$ cat src/rtl/tour_length_eval.sv
// tour_length_eval: sequential closed-tour length evaluator with best-length tracking
module tour_length_eval #(
  parameter int N_VERT = 64,
  parameter int COORD_W = 8,
  localparam int IDX_W = $clog2(N_VERT),
  localparam int D2_W = 2*COORD_W+1,
  localparam int R_W = COORD_W+1
) (
  input  logic                      i_clk,
  input  logic                      i_rst_n,
  input  logic                      i_start,
  input  logic [N_VERT*COORD_W-1:0] i_xs,
  input  logic [N_VERT*COORD_W-1:0] i_ys,
  input  logic [N_VERT*IDX_W-1:0]   i_path,
  output logic                      o_busy,
  output logic                      o_done,
  output logic [15:0]               o_length,
  output logic [15:0]               o_best_length,
  output logic                      o_improved
);
  typedef enum logic [2:0] {S_IDLE, S_FETCH, S_SQ, S_SQRT, S_ACC} state_t;
  state_t r_state;
  logic [N_VERT*IDX_W-1:0] r_snap;
  logic [IDX_W-1:0] r_k;
  logic [COORD_W-1:0] r_dx, r_dy;
  logic [D2_W-1:0] r_d2;
  logic [R_W-1:0] r_root, r_mask;
  logic [15:0] r_acc, r_length, r_best;
  logic r_busy, r_done, r_improved;
  logic [IDX_W-1:0] w_k1, w_va, w_vb;
  logic [COORD_W-1:0] w_xa, w_xb, w_ya, w_yb, w_dx, w_dy;
  logic [D2_W-1:0] w_dx_e, w_dy_e, w_d2;
  logic [R_W-1:0] w_trial;
  logic [2*R_W-1:0] w_trial_e;
  logic w_fits;
  logic [15:0] w_sum;
  assign w_k1 = (r_k == IDX_W'(N_VERT-1)) ? '0 : r_k + IDX_W'(1);
  assign w_va = r_snap[r_k*IDX_W +: IDX_W];
  assign w_vb = r_snap[w_k1*IDX_W +: IDX_W];
  assign w_xa = i_xs[w_va*COORD_W +: COORD_W];
  assign w_xb = i_xs[w_vb*COORD_W +: COORD_W];
  assign w_ya = i_ys[w_va*COORD_W +: COORD_W];
  assign w_yb = i_ys[w_vb*COORD_W +: COORD_W];
  assign w_dx = (w_xa > w_xb) ? w_xa - w_xb : w_xb - w_xa;
  assign w_dy = (w_ya > w_yb) ? w_ya - w_yb : w_yb - w_ya;
  assign w_dx_e = D2_W'(r_dx);
  assign w_dy_e = D2_W'(r_dy);
  assign w_d2 = w_dx_e*w_dx_e + w_dy_e*w_dy_e;
  assign w_trial = r_root | r_mask;
  assign w_trial_e = (2*R_W)'(w_trial);
  assign w_fits = w_trial_e*w_trial_e <= (2*R_W)'(r_d2);
  assign w_sum = r_acc + 16'(r_root);
  assign o_busy = r_busy;
  assign o_done = r_done;
  assign o_length = r_length;
  assign o_best_length = r_best;
  assign o_improved = r_improved;
  always_ff @(posedge i_clk or negedge i_rst_n) begin
    if (!i_rst_n) begin
      r_state <= S_IDLE;
      r_snap <= '0;
      r_k <= '0;
      r_dx <= '0;
      r_dy <= '0;
      r_d2 <= '0;
      r_root <= '0;
      r_mask <= '0;
      r_acc <= '0;
      r_length <= '0;
      r_best <= '1;
      r_busy <= 1'b0;
      r_done <= 1'b0;
      r_improved <= 1'b0;
    end else begin
      r_done <= 1'b0;
      r_improved <= 1'b0;
      case (r_state)
        S_IDLE: if (i_start) begin
          r_snap <= i_path;
          r_acc <= '0;
          r_k <= '0;
          r_busy <= 1'b1;
          r_state <= S_FETCH;
        end
        S_FETCH: begin
          r_dx <= w_dx;
          r_dy <= w_dy;
          r_state <= S_SQ;
        end
        S_SQ: begin
          r_d2 <= w_d2;
          r_root <= '0;
          r_mask <= {1'b1, {(R_W-1){1'b0}}};
          r_state <= S_SQRT;
        end
        S_SQRT: begin
          r_root <= w_fits ? w_trial : r_root;
          r_mask <= r_mask >> 1;
          r_state <= r_mask[0] ? S_ACC : S_SQRT;
        end
        S_ACC: begin
          r_acc <= w_sum;
          if (r_k == IDX_W'(N_VERT-1)) begin
            r_length <= w_sum;
            r_done <= 1'b1;
            r_busy <= 1'b0;
            r_best <= (w_sum < r_best) ? w_sum : r_best;
            r_improved <= w_sum < r_best;
            r_state <= S_IDLE;
          end else begin
            r_k <= w_k1;
            r_state <= S_FETCH;
          end
        end
        default: r_state <= S_IDLE;
      endcase
    end
  end
endmodule

$ cat config.mk
export PLATFORM = sky130hd
export DESIGN_NAME = tour_length_eval
export DESIGN_NICKNAME = d
export VERILOG_FILES = /design/src/rtl/tour_length_eval.sv
export SDC_FILE = /design/constraint.sdc
export NUM_CORES = 2
export LEC_CHECK = 0
export ABC_AREA = 1
export BUFFER_PORTS_ARGS = -buffer_cell sky130_fd_sc_hd__buf_2
export CORE_AREA = 3 3 558 560
export CTS_CLUSTER_DIAMETER = 100
export CTS_CLUSTER_SIZE = 40
export DETAILED_ROUTE_END_ITERATION = 6
export DIE_AREA = 0 0 561 563
export SETUP_SLACK_MARGIN = 0.15
export SLEW_MARGIN = 0
export SYNTH_ARGS = -nofsm -noshare
export SYNTH_HDL_FRONTEND = slang
export SYNTH_SLANG_ARGS = --single-unit
$ cat constraint.sdc
create_clock -name i_clk -period 6.95 [get_ports i_clk]
set_input_delay 1.39 -clock i_clk [delete_from_list [all_inputs] [get_ports i_clk]]
set_output_delay 1.39 -clock i_clk [all_outputs]
set_load 0.02 [all_outputs]
# Yosys cells after proc, flatten, opt, wreduce, memory -nomap -nowiden

Cells that the tools add are included.
Widths: inputs -> output; s select.

Register bits: 495
Input bits: 1411
Word-level logic and storage cells: 78
Output and inout port bits: 35

Bitwise operators: 1
Equal/unequal tests: 9
Add/subtract/negate cells: 7
Multipliers: 5
Multiplexer cells: 22
Reduce and logical (&&, ||, !) cells: 10
$lt $le $gt $ge: 4
Shift operators: 6

Operators by type and width:

| kind                | count |
|---|---|
| $shiftx 512x10->8   | 4 |
| $shiftx 384x10->6   | 2 |
| $pmux 9 s2          | 2 |
| $mul 8x8->16        | 2 |
| $pmux 16 s2         | 1 |
| $sub 8x8->8         | 4 |
| $le 18x17->1        | 1 |
| $mul 9x9->18        | 1 |
| $mux 6              | 3 |
| $add 16x16->17      | 1 |
| $add 16x9->16       | 1 |
| $gt 8x8->1          | 2 |
| $lt 16x16->1        | 1 |
| $mul 6x2->8 const B | 2 |
| $mux 16             | 1 |
| $mux 8              | 2 |
| $pmux 3 s5          | 1 |
| $pmux 6 s2          | 1 |
| $mux 9              | 1 |
| $or 9x9->9          | 1 |
| $reduce_and 3->1    | 3 |
| $ne 2x2->1 const B  | 4 |
| $reduce_and 2->1    | 4 |
| $mux 1              | 7 |
| other kinds (9)     | 12 |

# Depth between registers and ports, before layout

Depth in word-level cells: 7
Gate-level depth with buffers: 38
Gate-level depth less buffers: 34

# Worst setup path after synthesis

OpenSTA, ideal clock, no wires.

Kind: reg2reg
From: register r_root[1]
To: register r_root[6]
Arrival time: 5612 ps
Data required time: 6832 ps
Clock period less this slack: 5730 ps
Setup time: 118 ps
Path slack: 1220 ps
Path buffers: 0
Stages on the path, launching flop included: 33
Cell sequence: dfrtp_1 > nor2_1 > nor2_1 > inv_1 > fa_1 > inv_1 > fa_1 > inv_1 > fa_1 > fa_1 > inv_1 > ha_1 > nand3b_1 > and2_1 > o21ai_0 > a21o_1 > a21oi_1 > o21bai_1 > a21oi_1 > o21ai_0 > a21oi_1 > nor2_1 > nor2_1 > xnor2_1 > ha_1 > nand4_1 > nand3b_1 > nor2_1 > nor2_1 > nor2_1 > nand2_1 > nand3_1 > nand2_1

Longest elaborated chain between the ends: 5

RTL lines:

| item                       | RTL line | text |
|---|---|---|
| start, declared            | 27       | `logic [R_W-1:0] r_root, r_mask;` |
| start signal, assigned     | 97       | `r_root <= w_fits ? w_trial : r_root;` |
| $or 9x9->9                 | 49       | `assign w_trial = r_root \| r_mask;` |
| $mul 9x9->18               | 51       | `assign w_fits = w_trial_e*w_trial_e <= (2*R_W)'(r_d2);` |
| $le 18x17->1               | 51       |  |
| $ne 2x2->1 (no line)       | -        |  |
| $reduce_and 2->1 (no line) | -        |  |

Every way passes these cells.
A chain may end at the register's enable or synchronous reset.

# Final worst setup path

From: register r_k[0]
To: register r_dx[5]

Longest elaborated chain between the ends: 7
Elaborated cells on any way between the ends: 13
Classes of those cells: add/sub (3); mul (2); order compare (1); eq/ne (1); shift (4); mux (2)

RTL lines:

| item                                             | RTL line | text |
|---|---|---|
| start, declared                                  | 24       | `logic [IDX_W-1:0] r_k;` |
| start signal, assigned                           | 111      | `r_k <= w_k1;` |
| $add 6x1->6 / $eq 6x6->1 (equally long branches) | 37       | `assign w_k1 = (r_k == IDX_W'(N_VERT-1)) ? '0 : r_k + IDX_W'(1);` |
| $mux 6                                           | 37       |  |
| $mul 6x2->8                                      | 39       | `assign w_vb = r_snap[w_k1*IDX_W +: IDX_W];` |
| $shiftx 384x10->6                                | 39       |  |
| $shiftx 512x10->8                                | 41       | `assign w_xb = i_xs[w_vb*COORD_W +: COORD_W];` |
| $sub 8x8->8 / $gt 8x8->1 (equally long branches) | 44       | `assign w_dx = (w_xa > w_xb) ? w_xa - w_xb : w_xb - w_xa;` |
| $mux 8 *                                         | 44       |  |
| end signal, assigned                             | 86       | `r_dx <= w_dx;` |
| end, declared                                    | 25       | `logic [COORD_W-1:0] r_dx, r_dy;` |

Mark *: on every way between the ends. The rest lies on a longest branch, timed or not.

==> qor.yml <==
status:
  status: "finished, violations left"
  violations: "DRC"
clock_tree:
  numCtsBuffers: 25
  clkSinkCount: 495
  htreeDepth: 1
  cts_root_buf: "clkbuf_16"
  insertion_delay_ns: 0.69
  clk_pin_slew_ns: 0.14
  cts_buffer_depth: 3
  cts_tree: "yes"
logic_synthesis:
  synthArstFlopShare_pct: 100
  syn_avg_cell_area_um2: 5.98
  ys_seq_elements: 495
  syn_nets: 10700
  synth-edff-count: 0
  synth_area_leader_cell: "nand3_1"
  mappedNetlistArea_um2: 54000
  syn_inst: 9021
  ys_seq_area_share_pct: 23.0
  synth_top_area_share_pct: 24.4
  synth_area_leaders: "nand3_1 24%, dfrtp_1 22%, nand2_1 20%"
  ys_types: 47
  yosys_warnings: 0
  synth-main-ff-cell: "dfrtp_1"
timing:
  hold_violations: 0
  finalCriticalPeriod_ns: 6.67
  fin_crit_sh_pct: 96.0
  slew_headroom_pct: 29.6
  rsz0062_at_grt: "yes"
  setup_viol: 0
  holdWs_ns: 0.485
  finClkSkew_ns: 0.0614
  worst_pin_slew_ns: 1.05
  finalMaxSlewViolations: 0
  fmax_mhz: 150
setup_path:
  cp_top_family: "simple AND/OR/NAND/NOR gates"
  rr_startpoint: "r_k[0]"
  cp_max_fo: 58
  critical_path_depth: 33
  start_kind: "flip-flop"
  rr_endpoint: "r_dx[5]"
  required_ns: 7.50
  cpMostUsedCell: "nand3_1"
  cp_slowest_cell: "dfrtp_4"
  r2r_setup_slack_ns: 0.28
  reg2regPathDepth: 33
  crit_type: "reg -> reg"
  end_kind: "flip-flop"
  cp-startpoint: "r_k[0]"
  slowest_delay_ns: 0.50
  critPathCapture: "r_dx[5]"
  worst-path-buf-inv: 5
  arrival_ns: 7.22
cells_and_area:
  layout-drive-gt1-share_pct: 19.3
  area_delta_synth_final_pct: 26.7
  instances_no_fill: 14400
  design_area_um2: 68400
  nets: 11800
  post-route-util_pct: 22.3
  n_fill_cell: 35500
global_routing:
  antenna_found_initial: 180
  grt_pass1_wl_mm: 521
  overflow: 0
  grt_pass1_vias: 65800
  grt.total_usage_pct: 23.0
  grt_max_degree: 224
drt:
  vias: 72100
  drc: 3
  drt_iter0_drc: 10600
  first_pass_iters: 7
  viasPerCell: 5.00
  wirelength_mm: 388
  ant_nets: 0
  wl_per_cell_um: 26.9
die:
  num_io_pins: 1446
  die_y_um: 563
  dieArea_um2: 316000
  die_w_um: 561
  rows: 203
  initial_core_util_pct: 17.6
  core_um2: 306000
worst_hold_path:
  min_from: "o_busy"
  hp-class: "reg -> reg"
run:
  cap_violations: 0
placed_design:
  gp_congestion: 1.06
  dp.cells: 14100
  dp_hpwl_mm: 312
  port-buffer-count: 1445
  place_area_um2: 66400
[worst register-to-register path, delay by kind of cell (launching register included)]
kind | cells | cell delay [ns]
compound gates | 7 | 1.05
xor+xnor | 1 | 0.16
fa+ha+maj | 3 | 0.96
buf+inv | 5 | 0.85
flops | 1 | 0.50
mux | 1 | 0.25
simple gates | 16 | 2.74
[cells by family after synthesis]
| family | Yosys count | share of synthesized area [%] |
|---|---|---|
| buf+inv | 1391 | 11.1 |
| fa+ha+maj | 275 | 7.97 |
| compound gates | 1078 | 10.8 |
| xor+xnor | 55 | 0.892 |
| mux | 5 | 0.0927 |
| simple gates | 5722 | 46.1 |
| flops | 495 | 23.0 |
[stage by stage]
| stage | TNS [ns] | worst slack, ns |
|---|---|---|
| 6_report | 0 | 0.281 |
| 5_1_grt | 0 | 0.0376 |
| 4_1_cts | 0 | 0.193 |
| 3_5_place_dp | 0 | 0.0840 |
| 3_3_place_gp | -0.0519 | -0.0519 |
| 2_1_floorplan | 0 | 1.22 |
[registers in the layout (all words and copies together), names as in the netlist]
name and flops:
r_snap 384, r_d2 17, o_best_length 16, o_length 16
r_acc 16, r_mask 9, r_root 9, r_dx 8
r_dy 8, r_k 6, r_state 3, o_busy 1
o_done 1, o_improved 1
[per-layer routing]
layer / up-vias / part of all wire, % / global-route usage (%)
met1: 34500 / 42 / 31.4
met3: 746 / 13 / 8.47
li1: 32300 / - / -
met4: 110 / 4.2 / 7.88
met2: 4448 / 41 / 32.8
met5: - / 0.18 / 0
[cells in the mapped netlist (all sizes together), types with 18 or more instances]
cell type  number
xnor2          18
ha            160
nor2          150
fa            115
xor2           37
nand2        2900
buf           506
nand3        2638
o221ai         18
o21ai         566
clkbuf        244
o211ai         94
dfrtp         479
o22ai          31
inv           638
a21oi         331
[area by class of cell]
type	count	area (um^2)	share of cell area, %
multi-input combinational	7136	35900	52.4
inverter	641	2460	3.60
clock buffer	26	651	0.951
antenna	209	523	0.764
tap	4100	5130	7.50
clock inverter	19	413	0.604
timing repair buffer	1785	11000	16.0
sequential	495	12400	18.1
[worst min-delay path by stage]
stage / end / slack [ns] / depth (start not counted)
after floorplan: r_d2[0] / 0.45 / 2
after global placement: o_length[3] / 0.46 / 2
after detailed placement: o_length[9] / 0.47 / 2
after CTS: o_length[7] / 0.50 / 2
after global routing: o_length[9] / 0.52 / 2
final: o_busy / 0.48 / 2
[timing repair]
item | 4_1_cts | 5_1_grt
endpoints found under the setup margin | 1 | 22
resized for setup | 1 | 42
hold buffers | 0 | 0
buffers inserted | 4 | 8
cloned | 0 | 6
pin swaps | 1 | 2
[layout by cell type (no fill, tap or decap), types with 5 or more instances in the layout]
cell type,n
fa_1,115
a21oi_1,329
nand3_2,15
nand2_2,5
buf_4,250
a21o_1,6
xor2_1,35
nor2_1,144
nand2_1,2886
xnor2_1,18
o221ai_1,18
dfrtp_1,476
nand4_1,6
diode_2,209
o211ai_1,94
inv_6,5
dfstp_2,16
inv_1,593
buf_2,1444
inv_8,6
buf_12,80
nand2_4,8
o21ai_0,552
a211oi_1,14
inv_2,37
nor3_1,13
nand3_1,2619
clkbuf_16,31
clkinv_16,10
ha_1,159
o21ai_1,14
o22ai_1,31
Power is left out: the tool's default activity adds up to more than one toggle a clock period on the data nets, which glitch-free logic cannot reach.
